## config.mk

```make
export PLATFORM = sky130hd
export DESIGN_NAME = sar_sequencer
export DESIGN_NICKNAME = d
export VERILOG_FILES = /design/src/rtl/sar_sequencer.sv
export SDC_FILE = /design/constraint.sdc
export NUM_CORES = 1
export LEC_CHECK = 0
export CORE_AREA = 3 3 54 56
export DETAILED_ROUTE_END_ITERATION = 10
export DIE_AREA = 0 0 57 59
export DONT_BUFFER_PORTS = 1
export PLACE_DENSITY = 0.76
export REMOVE_ABC_BUFFERS = 1
export SYNTH_ARGS = -nofsm -noshare
export SYNTH_HDL_FRONTEND = slang
export SYNTH_SLANG_ARGS = --single-unit
```

## constraint.sdc

```tcl
create_clock -name CLK -period 4.21 [get_ports CLK]
set_input_delay 1.263 -clock CLK [delete_from_list [all_inputs] [get_ports CLK]]
set_output_delay 1.263 -clock CLK [all_outputs]
set_load 0.1 [all_outputs]
```

## src/rtl/sar_sequencer.sv

```systemverilog
// SAR ADC conversion sequencer: sample, MSB->LSB bit trials, result handshake.
// Optional macro SAR_CONT_EN: DONE with VACK and VSTART restarts sampling directly.
module sar_sequencer #(
  parameter int NBITS         = 8,
  parameter int SAMPLE_CYCLES = 4,
  parameter int SETTLE_CYCLES = 1
) (
  input  logic             CLK,
  input  logic             VRESET_N,
  input  logic             VSTART,
  input  logic             VCOMP,
  input  logic             VACK,
  output logic             VSAMPLE,
  output logic             VBITRESET,
  output logic [NBITS-1:0] VENABLE,
  output logic [NBITS-1:0] VDAC,
  output logic [NBITS-1:0] VDATA,
  output logic             VVALID,
  output logic             VBUSY
);
  localparam int CMAX = (SAMPLE_CYCLES > SETTLE_CYCLES + 1) ? SAMPLE_CYCLES : SETTLE_CYCLES + 1;
  localparam int CW   = $clog2(CMAX + 1);
  localparam int BW   = $clog2(NBITS);

  typedef enum logic [1:0] {S_IDLE, S_SAMPLE, S_CONV, S_DONE} state_t;

  state_t           state_q, state_d;
  logic [CW-1:0]    cnt_q, cnt_d;
  logic [BW-1:0]    bit_q, bit_d;
  logic [NBITS-1:0] acc_q, acc_d;
  logic [NBITS-1:0] data_q, data_d;
  logic [NBITS-1:0] onehot;
  logic [NBITS-1:0] res;

  assign onehot = NBITS'(1) << bit_q;

  always_ff @(posedge CLK) begin
    if (!VRESET_N) begin
      state_q <= S_IDLE;
      cnt_q   <= '0;
      bit_q   <= '0;
      acc_q   <= '0;
      data_q  <= '0;
    end else begin
      state_q <= state_d;
      cnt_q   <= cnt_d;
      bit_q   <= bit_d;
      acc_q   <= acc_d;
      data_q  <= data_d;
    end
  end

  always_comb begin
    state_d = state_q;
    cnt_d   = cnt_q;
    bit_d   = bit_q;
    acc_d   = acc_q;
    data_d  = data_q;
    res     = VCOMP ? (acc_q | onehot) : (acc_q & ~onehot);
    case (state_q)
      S_IDLE: begin
        if (VSTART) begin
          state_d = S_SAMPLE;
          cnt_d   = '0;
          acc_d   = '0;
        end
      end
      S_SAMPLE: begin
        if (cnt_q == CW'(SAMPLE_CYCLES - 1)) begin
          state_d = S_CONV;
          cnt_d   = '0;
          bit_d   = BW'(NBITS - 1);
        end else begin
          cnt_d = cnt_q + CW'(1);
        end
      end
      S_CONV: begin
        // VCOMP only matters on the final settle cycle of each bit
        if (cnt_q == CW'(SETTLE_CYCLES)) begin
          cnt_d = '0;
          acc_d = res;
          if (bit_q == '0) begin
            state_d = S_DONE;
            data_d  = res;
          end else begin
            bit_d = bit_q - BW'(1);
          end
        end else begin
          cnt_d = cnt_q + CW'(1);
        end
      end
      S_DONE: begin
        if (VACK) begin
`ifdef SAR_CONT_EN
          if (VSTART) begin
            state_d = S_SAMPLE;
            cnt_d   = '0;
            acc_d   = '0;
          end else begin
            state_d = S_IDLE;
          end
`else
          state_d = S_IDLE;
`endif
        end
      end
      default: state_d = S_IDLE;
    endcase
  end

  // Outputs decode only registered state, so they change cleanly after each edge
  always_comb begin
    VSAMPLE   = (state_q == S_SAMPLE);
    VBITRESET = (state_q == S_IDLE) || (state_q == S_SAMPLE);
    VBUSY     = (state_q == S_SAMPLE) || (state_q == S_CONV);
    VVALID    = (state_q == S_DONE);
    VENABLE   = (state_q == S_CONV) ? onehot : '0;
    VDAC      = (state_q == S_CONV) ? (acc_q | onehot) : '0;
    VDATA     = data_q;
  end
endmodule

```

==> results.json <==
{
  "route.vias.total": 1237,
  "yosysSeqAreaShare": 0.3216,
  "start_util": 0.6030,
  "first_pass_iters": 4,
  "reg2reg_depth": 6,
  "clk_pin_slew_worst_paths_ns": 0.14,
  "port_buffers": 0,
  "min_path_cells": 2,
  "fin_nets": 199,
  "critPathMaxFanout": 28,
  "viasPerCell": 5.947,
  "clock-sinks": 24,
  "cp.required_ns": 2.95,
  "multi_input_area_um2": 942.2,
  "ys_types": 36,
  "ys_ff_latch": 24,
  "syn_inst": 165,
  "period_needed_ns": 3.526,
  "dieHeight_um": 59,
  "drt-total-wl_um": 3253,
  "numCtsBuffers": 3,
  "skew_ns": 0.001369,
  "drv_slew": 0,
  "wl_per_cell_um": 15.64,
  "maxCapViolCount": 0,
  "fillers": 201,
  "hp-class": "reg2reg",
  "slew_headroom": 0.3313,
  "ff_latch_area_um2": 480.5,
  "peakVddDrop_uv": 719.5,
  "hold_viol": 0,
  "period_share": 0.8375,
  "stdcell_count": 208,
  "n_antenna_cell": 0,
  "cts_setup_buffers": 0,
  "rsz0062_at_grt": "no",
  "drc_errors": 0,
  "crit_arrival_ns": 2.26,
  "timing.fmax_mhz": 283.6,
  "cts_buffer_depth": 2,
  "ant_nets": 0,
  "grt_usage": 0.2110,
  "r2r_end": "VDATA[7]",
  "most-common-layout-cells": "dfxtp_1, nand2_1, mux2i_1, buf_4, ha_1",
  "grt-ovfl-total": 0,
  "min_to": "cnt_q[1]",
  "dp_cells": 204,
  "post-place-ws_ns": 1.058,
  "post_cts_resize_count": 0,
  "timing.final.ws_setup_ns": 0.6842,
  "die_width_um": 57,
  "cellLeakagePower_nw": 0.7736,
  "design.core.area_mm2": 0.002477,
  "routabilityCongestion": 0.7640,
  "synth_area_mm2": 0.001494,
  "ys.warnings.count": 0,
  "finalCoreUtilization": 0.6803,
  "area_growth_pct": 12.81,
  "endpoint_kind": "output pin",
  "antenna_found_initial": 0,
  "grt_pass1_wl_um": 5554,
  "layout_commonest_cell": "dfxtp_1",
  "cts_htree_levels": 1,
  "insertion_delay_ns": 0.32,
  "power_density_mw_per_mm2": 617.5,
  "setup_viol": 0,
  "outcome": "completed",
  "reg2reg_from": "state_q[0]",
  "hold_buffers": 0,
  "ioPinCount": 33,
  "placementRows": 18,
  "cts_tree": "done",
  "avgSynthCellArea_um2": 9.054,
  "layout-drive-gt1-share": 0.1798,
  "drtIter0Drc": 50,
  "cts-root-buf": "clkbuf_4",
  "grt_pass1_vias": 1214,
  "r2r_slack_ns": 1.48,
  "worstMarginPinSlew_ns": 1.003,
  "dieArea_mm2": 0.003363,
  "min_from": "cnt_q[1]",
  "grt_max_degree": 29,
  "hpwl_um": 2394,
  "crit_type": "reg2out",
  "start_kind": "register"
}
==> worst max path at each step <==
stage	startpoint	end	slack (ns)	depth (start not counted)
2_1_floorplan	state_q[0]	VDAC[0]	-0.30	3
3_3_place_gp	state_q[0]	VENABLE[0]	1.18	4
3_5_place_dp	state_q[0]	VENABLE[0]	1.06	4
4_1_cts	state_q[0]	VENABLE[0]	0.69	4
5_1_grt	state_q[0]	VENABLE[0]	0.53	4
6_report	state_q[0]	VENABLE[0]	0.68	4
==> sequential cells by signal, summed over array words and instances (netlist names) <==
register	flops
VDATA	8
cnt_q	3
acc_q	8
state_q	2
bit_q	3
==> cell type report <==
type                            count  area share
Sequential cell                    24      0.2851
Multi-Input combinational cell    121      0.5590
Clock inverter                      1     0.01782
Timing Repair Buffer               17     0.07572
Tap cell                           30     0.02227
Inverter                           12     0.02673
Clock buffer                        3     0.01336
==> cells in the mapped netlist, drive strengths merged <==
cell type / number / area [µm²]
nand2b: 4 / 32.53
nand3b: 1 / 7.510
or2: 1 / 6.260
nor3: 1 / 5.000
dfxtp: 24 / 480.5
a32o: 1 / 10.01
and3: 4 / 25.02
nand2: 20 / 75.07
o2111ai: 1 / 8.760
o211a: 5 / 50.05
clkbuf: 4 / 15.01
nor2b: 12 / 75.07
mux2i: 17 / 170.2
ha: 15 / 187.7
o31a: 1 / 8.760
and3b: 1 / 8.760
buf: 4 / 25.02
a32oi: 1 / 8.760
o31ai: 2 / 15.01
or4b: 2 / 20.02
a2111oi: 1 / 27.53
o21ai: 2 / 10.01
and2: 3 / 18.77
and2b: 1 / 8.760
inv: 12 / 45.04
a21boi: 3 / 22.52
nor2: 4 / 15.01
nand3: 6 / 30.03
o21a: 3 / 22.52
nand4: 2 / 12.51
and4: 1 / 8.760
a21oi: 6 / 37.54
==> worst max-delay path, cell delays in order, from the launching register on <==
cell and delay, ns:
dfxtp_1 0.38, inv_1 0.13, ha_1 0.76, and3b_1 0.35
buf_4 0.31
==> metrics by stage <==
stage	TNS [ns]	power (mW)	instance area [µm²]	hold WS, ns
after floorplan	-0.2973	0.7695	1454	0.4509
after global placement	0	0.8483	1633	0.4569
after detailed placement	0	0.8705	1633	0.4684
after CTS	0	1.041	1685	0.4871
after global routing	0	1.090	1685	0.5080
final	0	1.041	1685	0.4857
==> cells by family after synthesis <==
| family | synth area share |
|---|---|
| adder cells (fa/ha/maj) | 0.1256 |
| multiplexers | 0.1139 |
| flip-flops | 0.3216 |
| buffers and inverters | 0.05694 |
| AND/OR/NAND/NOR | 0.2337 |
| AO/OA/AOI/OAI | 0.1482 |
==> layer usage <==
metal / global-route usage / vias to the layer above / share of wire
met4: 0.05960 / 0 / 0.013
met1: 0.2493 / 598 / 0.44
li1: - / 599 / -
met3: 0.03486 / 7 / 0.040
met2: 0.3931 / 33 / 0.51
met5: 0 / - / 0
==> power by group <==
group / leakage (nW) / switching, mW / total, mW / internal, mW
logic: 0.551 / 0.429 / 0.576 / 0.147
clock network: 0.0279 / 0.0754 / 0.172 / 0.0963
registers: 0.194 / 0.0444 / 0.293 / 0.249
Note: power is estimated with default switching activity, not from simulation.
